==> src/rtl/mini_top_level.sv <==
// Decode-stage control slice: main decoder plus ALU control decoder,
// registered into an ID/EX-style control register.
module mini_top_level (
    input  logic        Clk,
    input  logic        Rst,
    input  logic [31:0] Instruction,
    input  logic        Zero,
    output logic [1:0]  ALUOp,
    output logic        ALUSrc,
    output logic        RegWrite,
    output logic [2:0]  ALUControl
);

    typedef struct packed {
        logic [1:0] aluop;
        logic       alusrc;
        logic       regwrite;
        logic [2:0] aluctl;
    } ctl_t;

    localparam logic [5:0] OP_RTYPE = 6'b000000;
    localparam logic [5:0] OP_LW    = 6'b100011;
    localparam logic [5:0] OP_SW    = 6'b101011;
    localparam logic [5:0] OP_BEQ   = 6'b000100;
    localparam logic [5:0] OP_BNE   = 6'b000101;
    localparam logic [5:0] OP_ADDI  = 6'b001000;
    localparam logic [5:0] OP_ANDI  = 6'b001100;
    localparam logic [5:0] OP_ORI   = 6'b001101;
    localparam logic [5:0] OP_SLTI  = 6'b001010;
    localparam logic [5:0] OP_J     = 6'b000010;

    localparam logic [2:0] ALU_AND = 3'b000;
    localparam logic [2:0] ALU_OR  = 3'b001;
    localparam logic [2:0] ALU_ADD = 3'b010;
    localparam logic [2:0] ALU_SUB = 3'b110;
    localparam logic [2:0] ALU_SLT = 3'b111;
    localparam logic [2:0] ALU_XOR = 3'b011;
    localparam logic [2:0] ALU_NOR = 3'b100;

    logic [5:0] opcode;
    logic [5:0] funct;
    ctl_t       dec;
    ctl_t       ctl_q;
    logic       zero_q;

    assign opcode = Instruction[31:26];
    assign funct  = Instruction[5:0];

    always_comb begin
        dec = '0;
        dec.aluctl = ALU_ADD;
        case (opcode)
            OP_RTYPE: begin
                dec.aluop    = 2'b10;
                dec.regwrite = 1'b1;
            end
            OP_LW: begin
                dec.alusrc   = 1'b1;
                dec.regwrite = 1'b1;
            end
            OP_SW:           dec.alusrc = 1'b1;
            OP_BEQ, OP_BNE:  dec.aluop  = 2'b01;
            OP_ADDI: begin
                dec.alusrc   = 1'b1;
                dec.regwrite = 1'b1;
            end
            OP_ANDI, OP_ORI, OP_SLTI: begin
                dec.aluop    = 2'b11;
                dec.alusrc   = 1'b1;
                dec.regwrite = 1'b1;
            end
            default: ;
        endcase

        case (dec.aluop)
            2'b01: dec.aluctl = ALU_SUB;
            2'b11: begin
                case (opcode)
                    OP_ANDI: dec.aluctl = ALU_AND;
                    OP_ORI:  dec.aluctl = ALU_OR;
                    OP_SLTI: dec.aluctl = ALU_SLT;
                    default: dec.aluctl = ALU_ADD;
                endcase
            end
            2'b10: begin
                // an unrecognised funct must never write the register file
                case (funct)
                    6'b100000, 6'b100001: dec.aluctl = ALU_ADD;
                    6'b100010, 6'b100011: dec.aluctl = ALU_SUB;
                    6'b100100:            dec.aluctl = ALU_AND;
                    6'b100101:            dec.aluctl = ALU_OR;
                    6'b100110:            dec.aluctl = ALU_XOR;
                    6'b100111:            dec.aluctl = ALU_NOR;
                    6'b101010:            dec.aluctl = ALU_SLT;
                    default:              dec.regwrite = 1'b0;
                endcase
            end
            default: dec.aluctl = ALU_ADD;
        endcase
    end

    always_ff @(posedge Clk) begin
        if (Rst) begin
            ctl_q  <= '0;
            zero_q <= 1'b0;
        end else begin
            ctl_q  <= dec;
            zero_q <= Zero;
        end
    end

    // zero_q is held for future branch resolution
    logic unused_bits;
    assign unused_bits = ^{Instruction[25:6], zero_q};

    assign ALUOp      = ctl_q.aluop;
    assign ALUSrc     = ctl_q.alusrc;
    assign RegWrite   = ctl_q.regwrite;
    assign ALUControl = ctl_q.aluctl;

endmodule

==> config.mk <==
export PLATFORM = sky130hd
export DESIGN_NAME = mini_top_level
export DESIGN_NICKNAME = d
export VERILOG_FILES = /design/src/rtl/mini_top_level.sv
export SDC_FILE = /design/constraint.sdc
export NUM_CORES = 1
export LEC_CHECK = 0
export ABC_CLOCK_PERIOD_IN_PS = 2550
export BUFFER_PORTS_ARGS = -buffer_cell sky130_fd_sc_hd__buf_2
export CAP_MARGIN = 20
export CORE_ASPECT_RATIO = 0.8
export CORE_MARGIN = 4
export CORE_UTILIZATION = 24
export DETAILED_ROUTE_END_ITERATION = 8
export SYNTH_ARGS = -nofsm -noshare
export SYNTH_HDL_FRONTEND = slang
export SYNTH_SLANG_ARGS = --single-unit
==> constraint.sdc <==
create_clock -name Clk -period 2.55 [get_ports Clk]
set_clock_uncertainty 0.15 [all_clocks]
set_input_delay 0.3825 -clock Clk [delete_from_list [all_inputs] [get_ports Clk]]
set_output_delay 0.3825 -clock Clk [all_outputs]
set_load 0.01 [all_outputs]
==> summary.md <==
| Metric | Value |
|---|---|
| Status | `complete, no violations` |
| Register bit total from synthesis | `7` |
| Slowest cell delay on critical path | `roughly 0.43 ns` |
| Crit-path leading delay family | `simple AND/OR/NAND/NOR gates` |
| Post-layout util | `0.349` |
| CTS sink cnt | `7` |
| All-Layer GR Usage | `0.0921` |
| Number of port buffers | `20` |
| Number of synthesized flops with an enable pin | `0` |
| Crit-path max FO | `8` |
| Final Hold Viols | `0` |
| XOR/XNOR Fraction of Synth Area | `0.0194` |
| WL/cell | `10.6 microns` |
| DIE AREA | `approximately 2600 sq um` |
| Hold crit path type | `in2reg` |
| DRT iter0 DRCs | `4` |
| Area after DPL | `569 sq um` |
| Most common cell in the netlist | `dfxtp_1` |
| CP Launch Point | `Instruction[31]` |
| Synth async-reset ratio | `0` |
| Final slew viol count | `0` |
| Clk root buf | `clkbuf_4` |
| TritonCTS clock tree | `built` |
| CP required | `2.56 ns` |
| Area of the multi-input gates | `~290 sq um` |
| Synth Area in Simple Gates | `0.374` |
| Synth cell types | `27` |
| Worst Tran Pin Value | `0.468 ns` |
| Power density of the placed cells | `435 nW/um^2` |
| Synth Area in Adders | `0` |
| Slowest CP cell | `nor3_1` |
| Setup tns final | `0 ns` |
| Die span in y | `~47 microns` |
| Tmin final | `approximately 1.4 ns` |
| Share of layout cells above drive strength 1 | `0.304` |
| Critical Path AT | `1.37 ns` |
| Critical path capture point type | `flip-flop` |
| Startpoint Class | `input port` |
| YS warnings | `0` |
| Crit path buffers/inverters | `1` |
| DRC viols | `0` |
| Syn-to-layout area delta | `31.9%` |
| Leak | `0.265 nW` |
| Max_cap viols | `0` |
| Mapped Area | `452 sq um` |
| Crit share post-route | `0.531` |
| Core area | `about 1700 sq um` |
| VDD IR max | `0.000157 V` |
| Synth Area in Compound Gates | `0.227` |
| Gpl congestion | `around 0.75` |
| Postcts setup bufs | `0` |
| CTS clk-pin slew, worst paths | `0.05 ns` |
| Post-synthesis mux area share | `0.0222` |
| Boundary pin count | `42` |
| Vias per cell | `4.78` |
| Sequential Area | `140 sq um` |
| Rel. slew slack | `0.685` |
| Antenna diode count | `0` |
| RSZ-0062 raised after global routing | `no` |
| First-pass GRT wire length | `1840 microns` |
| Clk buf depth | `2` |
| Post-CTS Hold Buffers | `0` |
| Ys flop type | `dfxtp_1` |
| Largest family of logic cells by synthesized area | `simple AND/OR/NAND/NOR gates` |
| Post-layout instance area | `a little under 600 sq um` |
| Inserted Clock Buffers | `3` |
| Gr ovfl total | `0` |
| Total iterations of the first detailed-routing run | `3` |
| DRT Wirelength | `1070 microns` |
| Area leader, netlist | `dfxtp_1` |
| Initial Util | `0.264` |
| Synth area leaders | `dfxtp_1 31%, a21oi_1 5.5%, nor2b_1 5.5%` |
| Top cells by count, synth | `7 x dfxtp_1, 5 x a21oi_1, 4 x nor2b_1` |
| Post-CTS Resized | `0` |
| Fillers | `around 180` |
| Antenna-violating nets left | `0` |
| Die W | `roughly 57 microns` |
| Vias | `483` |
| Initial antenna violation count | `0` |
| Pin count of the biggest net entering global routing | `12` |
| Fin nets | `115` |
| Mapped Cells | `57` |
| Maximum clock rate | `738 MHz` |
| Setup Viol. Count Final | `0` |
| H-tree depth | `1` |
| Row count | `13` |
| Register area share after synthesis | `0.310` |
| Synth top area share | `0.310` |
| Hold Startpoint | `Rst` |
| Crit Path Class | `in2reg` |
| Syn Nets | `92` |
| Syn_area_per_cell | `7.92 sq um` |
| Vias in the first global route | `440` |
| Critical-path cell list | `buf_2 -> nor3_1 -> o21ai_0 -> o22ai_1` |
[path summary, 6_finish.rpt]
check	slack [ns]	end	cells after the start
setup / recovery	1.20	ALUControl[2]	4
hold / removal	0.19	ALUControl[1]	2
[placed cells by master, fill, tap and decap left out, types with 3 or more instances in the layout]
cell type and n:
inv_1 3, buf_2 20, a21oi_1 5, dfxtp_1 7, nor2b_1 4, nor3_1 3
clkbuf_4 3, o21ai_0 3, nand2_1 3, nor2_1 3
[power by group]
part	internal, mW	switching (mW)	total [mW]
clock	0.0593	0.0344	0.0937
sequential	0.113	0.000578	0.113
combinational	0.0239	0.0281	0.0519
[area by class of cell]
type | instances | share of cell area
Clock buffer | 4 | 0.0441
Inverter | 3 | 0.0189
Multi-Input combinational cell | 45 | 0.487
Sequential cell | 7 | 0.235
Tap cell | 22 | 0.0462
Timing Repair Buffer | 20 | 0.168
[cell families (layout without fill, tap and decap cells)]
kind of cell / Yosys count / after routing
compound gates: 16 / 16
flops: 7 / 7
buf+inv: 5 / 27
xor+xnor: 1 / 1
mux: 1 / 1
simple gates: 27 / 27
[flip-flops by register name, indices dropped and copies added (netlist names)]
name and count:
ALUSrc 1, RegWrite 1, ALUControl 3, ALUOp 2
[routing by layer]
layer  up-vias  global-route usage  wire, microns
li1        256                   -              -
met1       209               0.118            533
met2        16               0.141            442
met3         2              0.0165             75
met4         0              0.0711             19
met5         -                   0              0
[stage by stage]
step	hold WS [ns]	worst slack, ns	total power [mW]	instances
after floorplan	0.302	1.12	0.144	57
after global routing	0.197	1.04	0.273	101
after CTS	0.181	1.19	0.263	101
after global placement	0.436	0.982	0.166	97
final	0.189	1.20	0.259	101
after detailed placement	0.437	0.937	0.167	97
Power figures use the tool's default switching activity.
